==> src/rtl/systolic_result_drain.sv <==
// systolic_result_drain
//   Waits a fixed latency after the systolic array is started. It then takes
//   one snapshot of the whole PE result bus and streams the words out, one per
//   handshake, in ascending k order (k = x*Y + y).
//
//   Ports
//     clk        single clock, rising edge
//     rst        synchronous reset, active low
//     start      one-cycle pulse, raised together with the array's on/sn
//     Data       X*Y*M result bus, word k = Data[k*M +: M]
//     out_data   current streamed word (0 when out_valid is low)
//     out_valid  out_data holds a valid word
//     out_ready  downstream accepts when out_valid && out_ready
//     out_last   high with the final word (k = X*Y-1)
//     busy       high whenever not IDLE
//     done       one-cycle pulse after the final word is accepted
//
//   Optional build macro: DRAIN_RELU_EN
//     When it is defined, each word is treated as a signed value and any
//     negative word is output as 0. Handshake and timing do not change.
module systolic_result_drain #(
  parameter int M   = 11,
  parameter int X   = 4,
  parameter int Y   = 25,
  parameter int L2  = 9,
  parameter int LAT = L2 + X + Y + 1
) (
  input  logic             clk,
  input  logic             rst,
  input  logic             start,
  input  logic [X*Y*M-1:0] Data,
  output logic [M-1:0]     out_data,
  output logic             out_valid,
  input  logic             out_ready,
  output logic             out_last,
  output logic             busy,
  output logic             done
);

  localparam int N  = X * Y;
  localparam int IW = (N > 1) ? $clog2(N) : 1;
  localparam int CW = $clog2(LAT + 1);

  localparam logic [IW-1:0] LAST_IDX = IW'(N - 1);
  localparam logic [CW-1:0] CNT_LOAD = CW'(LAT - 1);

  typedef enum logic [1:0] {
    S_IDLE,
    S_WAIT,
    S_STREAM,
    S_DONE
  } state_t;

  state_t              state_q, state_d;
  logic [CW-1:0]       cnt_q, cnt_d;
  logic [IW-1:0]       idx_q, idx_d;
  logic [N-1:0][M-1:0] snap_q;
  logic                capture;
  logic [M-1:0]        word;
  logic                hs;

  assign hs = out_valid && out_ready;

  always_comb begin
    state_d = state_q;
    cnt_d   = cnt_q;
    idx_d   = idx_q;
    capture = 1'b0;
    case (state_q)
      S_IDLE: begin
        if (start) begin
          cnt_d   = CNT_LOAD;
          state_d = S_WAIT;
        end
      end
      S_WAIT: begin
        // The counter holds LAT-1 on the first WAIT cycle. Capture happens on
        // the cycle it reads 0, so LAT = 1 captures in the first WAIT cycle.
        if (cnt_q == '0) begin
          capture = 1'b1;
          idx_d   = '0;
          state_d = S_STREAM;
        end else begin
          cnt_d = cnt_q - 1'b1;
        end
      end
      S_STREAM: begin
        if (hs) begin
          if (idx_q == LAST_IDX) begin
            state_d = S_DONE;
          end else begin
            idx_d = idx_q + 1'b1;
          end
        end
      end
      S_DONE: begin
        // start is deliberately ignored here; a new run must begin from IDLE
        state_d = S_IDLE;
      end
      default: state_d = S_IDLE;
    endcase
  end

  always_ff @(posedge clk) begin
    if (!rst) begin
      state_q <= S_IDLE;
      cnt_q   <= '0;
      idx_q   <= '0;
      snap_q  <= '0;
    end else begin
      state_q <= state_d;
      cnt_q   <= cnt_d;
      idx_q   <= idx_d;
      if (capture) snap_q <= Data;
    end
  end

  assign word = snap_q[idx_q];

  assign out_valid = (state_q == S_STREAM);
  assign out_last  = out_valid && (idx_q == LAST_IDX);
  assign busy      = (state_q != S_IDLE);
  assign done      = (state_q == S_DONE);

`ifdef DRAIN_RELU_EN
  assign out_data = (out_valid && !word[M-1]) ? word : '0;
`else
  assign out_data = out_valid ? word : '0;
`endif

endmodule

==> config.mk <==
export PLATFORM = sky130hd
export DESIGN_NAME = systolic_result_drain
export DESIGN_NICKNAME = d
export VERILOG_FILES = /design/src/rtl/systolic_result_drain.sv
export SDC_FILE = /design/constraint.sdc
export NUM_CORES = 2
export LEC_CHECK = 0
export CAP_MARGIN = 15
export CORE_AREA = 5 5 433 435
export CTS_CLUSTER_SIZE = 10
export DETAILED_ROUTE_END_ITERATION = 10
export DIE_AREA = 0 0 438 440
export GPL_TIMING_DRIVEN = 0
export PLACE_DENSITY = 0.51
export SYNTH_ARGS = -nofsm -noshare
export SYNTH_HDL_FRONTEND = slang
export SYNTH_SLANG_ARGS = --single-unit
export TNS_END_PERCENT = 10
==> constraint.sdc <==
create_clock -name clk -period 2.9 [get_ports clk]
set_clock_uncertainty 0.2 [all_clocks]
set_input_delay 0.58 -clock clk [delete_from_list [all_inputs] [get_ports clk]]
set_output_delay 0.58 -clock clk [all_outputs]
set_load 0.05 [all_outputs]
* Word level (Yosys, flattened, before mapping) *
Cells that the tools add are included.

storage, ports and cells
  register bits = 1115
  logic and storage cells = 143

cells by class
  reduce and logical (&&, ||, !) cells = 10
  muxes and demuxes = 17
  add/sub/neg operators = 2
  $lt $le $gt $ge = 1
  equal/unequal tests = 10

operators by type and width
  operator                                                                  count
  11-bit binary-select mux with 7-bit select                                1
  11-bit 2-to-1 mux                                                         2
  7-bit 2-to-1 mux                                                          3
  7-bit one-hot mux with 2 select lines                                     1
  6-bit 2-to-1 mux                                                          2
  6-bit one-hot mux with 2 select lines                                     1
  7-bit by 8-bit < comparator with 1-bit output (second input constant)     1
  2-bit 2-to-1 mux                                                          4
  2-bit inequality test (second input constant)                             4
  2-bit one-hot mux with 4 select lines                                     1
  4-bit AND reduction                                                       2
  7-bit by 1-bit adder with 7-bit output (second input constant)            1
  7-bit equality test (second input constant)                               1
  6-bit logical NOT                                                         1
  2-bit nonzero test                                                        3
  6-bit by 1-bit subtractor with 6-bit output (second input constant)       1
  2-bit equality test (second input constant)                               2
  2-bit by 1-bit inequality test with 1-bit output (second input constant)  2
  3-bit AND reduction                                                       1
  2-bit by 1-bit equality test with 1-bit output (second input constant)    1
  1-bit logical AND                                                         2
  2-bit logical NOT                                                         1
  1-bit 2-to-1 mux                                                          2

* Depth between registers and ports, before layout *
  depth after elaboration = 4
  gate-level depth with buffers = 10

* Worst setup path after synthesis *
OpenSTA, ideal clock, no wires.

  path kind = register to output
  from = register state_q[0]
  to = output out_data[1]
  stages on the path, launching flop included = 8
  required time = 2120 ps
  path slack = -341 ps
  arrival time = 2461 ps
  path through = dfxtp_1 inv_1 ha_1 inv_1 nor2_1 clkbuf_1 o211ai_1 a22oi_1

between the ends
  word-level cells in the longest chain between the ends = 2

RTL lines
  element                 RTL line  source
  start, declared         54        state_t state_q, state_d;
  start signal, assigned  111       state_q <= state_d;
  2-bit equality test     120       assign out_valid = (state_q == S_STREAM);
  via out_valid           33        output logic out_valid,
  11-bit 2-to-1 mux       128       assign out_data = out_valid ? word : '0;
  end, declared           32        output logic [M-1:0] out_data,

The timed path passes the listed nets, and every way through them passes these cells.

* Worst setup path after layout *
  from = register idx_q[3]
  to = output out_data[7]

between the ends
  word-level cells in the longest chain between the ends = 3

RTL lines
  element                                     RTL line  source
  start, declared                             56        logic [IW-1:0] idx_q, idx_d;
  start signal, assigned                      113       idx_q <= idx_d;
  11-bit binary-select mux with 7-bit select  118       assign word = snap_q[idx_q];
  11-bit 2-to-1 mux (implied by the code)     118
  11-bit 2-to-1 mux                           128

No other way between the ends. The select of a mux whose other input is x is not followed.

==> run summary <==
outcome - finished, violations left
failing checks - negative setup slack
M1 WL - 121800 um
vias in the first global route - 48590
Worst VDD drop - 445.8 uV
Die X - 438 um
DP HPWL - 244200 um
CP bufs+invs - 4
unrepaired setup endpoints after global routing - yes
setup tns final - -15.24 ns
slowest CP cell - nand4_1
Max Fanout on Critical Path - 10
largest family of logic cells by synthesized area - simple AND/OR/NAND/NOR gates
period utilisation layout - 150.3%
gp weighted congestion - 0.9454
WL/cell - 32.21 um
CTS root buffer - clkbuf_16
fmax - 0.2294 GHz
FF+latch count, synth - 1115
GR Overflow Total - 0
WL final - 306800 um
number of setup violations in the final report - 12
antenna violations before repair - 97
CP endpoint kind - output port
Worst Tran Pin Value - 1.138 ns
CTS Buffer Depth - 3
Synth Net Count - 6783
leakage - 23.22 nW
core area - 182700 um^2
Max-Cap Viols - 0
vias post-DR - 49280
die area - 192700 um^2
Simple-Gate Fraction of Synth Area - 19.71%
WHS - 0.1358 ns
share of cells above drive strength 1 - 13.82%
crit-path cells - buf_6 > nor2b_1 > clkbuf_4 > clkbuf_8 > a22oi_1 > nand2_2 > nand4_1 > a21oi_2 > buf_6
Synth Warn # - 0
initial DRC count - 4951
top_reg_cell synth - dfxtp_1
Mapped Area - 47500 um^2
met3 wire len - 21710 um
xor/xnor share of the synthesized area - 0.1106%
WP data required - 2.12 ns
Worst-path clk slew - 0.06 ns
Area growth syn-to-layout - 45.54%
# nets final - 8130
worst setup slack after layout - -1.458 ns
DIE HEIGHT - 440 um
met2 WL - 146900 um
Initial Util - 26.00%
adder-cell share of the synthesized area - 0.1580%
Compound-Gate Fraction of Synth Area - 14.71%
global-route wire length before repair - 401900 um
total power - 53.76 mW
pin count of the biggest net entering global routing - 17
post-synthesis cell type count - 67
endpoints failing hold - 0
CP dominant cell by count - buf_6
Pwr per Cell Area - 777.7 nW/um^2
fraction of registers with async set/reset - 0%
mux share of post-synthesis cell area - 13.44%
CTS Buf Count - 138
post-route cell area - 69140 um^2
top layer in use - met5
TritonCTS clock tree - done
Port Buf Inserts - 1118
drt first pass iters - 5
max_slew headroom - 24.15%
fillcell total - 18890
Ports - 1119
worst skew pair latency - 0.79 ns
Post-DP Area - 61770 um^2
WS Path Type - flop to output port
crit path time final - 4.358 ns
EDFF count, synth - 0
sequential area share after synthesis - 46.99%
delay-heaviest family, CP - buffers and inverters
hold crit path type - input pin to flop
Slew Viols, Final - 0
GR Util All Layers - 30.26%
number of cell rows - 157
DRC errors left - 0
Core Util, Final - 37.84%
Worst path max stage delay - 0.45 ns
post-synthesis cell count - 5673
Worst setup SP type - flop
Clock Sinks - 1115
Antenna Nets Post-Route - 0
Avg Inst Size Synth - 8.374 um^2
H-tree levels - 4
WP data arrival - 3.58 ns
vias per cell - 5.174
## power by group
| group | switching, mW | total (mW) | internal, mW |
|---|---|---|---|
| clock network | 7.07 | 16.4 | 9.38 |
| logic | 10.9 | 17.3 | 6.40 |
| registers | 1.76 | 20.0 | 18.3 |
## logic make-up (layout without fill, tap and decap cells)
logic type      after synthesis  after routing
mux                         346            346
buf+inv                     486           1898
compound gates             1290           1290
fa+ha+maj                     6              6
simple gates               2424           2424
xor+xnor                      6              6
other cells                   0             55
flops                      1115           1115
## registers in the layout, summed over array words and instances, names as in the netlist
| name | cells |
|---|---|
| cnt_q | 6 |
| idx_q | 7 |
| snap_q | 1100 |
| state_q | 2 |
## metrics by stage
step	std cells	setup WS [ns]
after detailed placement	9180	-2.905
after global routing	9517	-1.406
final	9525	-1.458
after floorplan	5673	-0.04800
after CTS	9446	-1.470
after global placement	9176	-3.365
## worst register-to-register path, cell delays in order, from the launching register on
cell	delay, ns
dfxtp_1	0.39
inv_1	0.09
ha_1	0.20
clkbuf_2	0.21
nand3_1	0.19
buf_6	0.38
clkbuf_2	0.38
clkbuf_1	0.48
nand2_1	0.11
a21oi_1	0.16
## cells in the final DEF (no fill, tap or decap), drive strengths merged, types with 19 or more instances in the layout
cell type / n
o22ai: 21
diode: 55
mux4: 221
a32oi: 19
nand3: 35
nor2: 25
inv: 20
nand2: 2296
a21oi: 1118
buf: 308
clkdlybuf4s50: 1103
mux2i: 74
a22oi: 27
mux2: 51
clkbuf: 453
dfxtp: 1115
## Yosys cell counts, types with 10 or more instances
library cell / count / area [um^2]
nand2_1: 2296 / 8618
a221oi_1: 17 / 148.9
o211ai_1: 15 / 112.6
mux2i_1: 74 / 740.7
mux2_2: 41 / 461.7
o2111ai_1: 10 / 87.58
a22o_1: 14 / 122.6
mux4_1: 15 / 394.1
buf_2: 151 / 755.7
a21oi_1: 1118 / 5595
mux2_4: 10 / 150.1
a22oi_1: 27 / 202.7
a32oi_1: 19 / 166.4
mux4_2: 206 / 4639
buf_4: 30 / 225.2
dfxtp_1: 1115 / 22320
nand4_1: 12 / 75.07
o22a_1: 11 / 96.34
inv_1: 10 / 37.54
nor2_1: 25 / 93.84
nor2b_1: 11 / 68.82
nand3_1: 35 / 175.2
clkbuf_1: 266 / 998.5
buf_6: 16 / 180.2
o22ai_1: 21 / 131.4
## cell type report
| type | count | area, um^2 | area share, % |
|---|---|---|---|
| multi-input combinational | 4072 | 23770 | 34.38 |
| sequential | 1115 | 22340 | 32.31 |
| timing repair buffer | 1209 | 12300 | 17.79 |
| clock buffer | 184 | 3821 | 5.527 |
| buffer | 473 | 3452 | 4.993 |
| tap | 2385 | 2984 | 4.316 |
| clock inverter | 21 | 285.3 | 0.4126 |
| antenna | 55 | 137.6 | 0.1991 |
| inverter | 11 | 46.29 | 0.06696 |
## metal layers
metal / global-route usage (%) / up-vias
met4: 15.96 / 32
li1: - / 22000
met3: 5.671 / 549
met2: 50.59 / 2399
met1: 37.03 / 24300
met5: 0 / -
## path summary, 6_finish.rpt
check,start,endpoint,slack (ns),cells past startpoint
worst max-delay path,idx_q[3]$_SDFFE_PN0P_,out_data[7],-1.46,9
worst min-delay path,Data[142],snap_q[142]$_SDFFE_PN0P_,0.14,3
worst max register to register,state_q[1]$_SDFFE_PN0P_,snap_q[704]$_SDFFE_PN0P_,0.02,9
worst min register to register,snap_q[234]$_SDFFE_PN0P_,snap_q[234]$_SDFFE_PN0P_,0.25,2
## what timing repair did
item                                    in CTS  in global routing
gates cloned                                 0                  3
resized for setup                          504                165
hold buffers                                 0                  0
endpoints found under the setup margin    1119                805
pin swaps                                   39                 33
setup buffers                               62                 22
No activity file was read; power rests on OpenSTA's default activity.
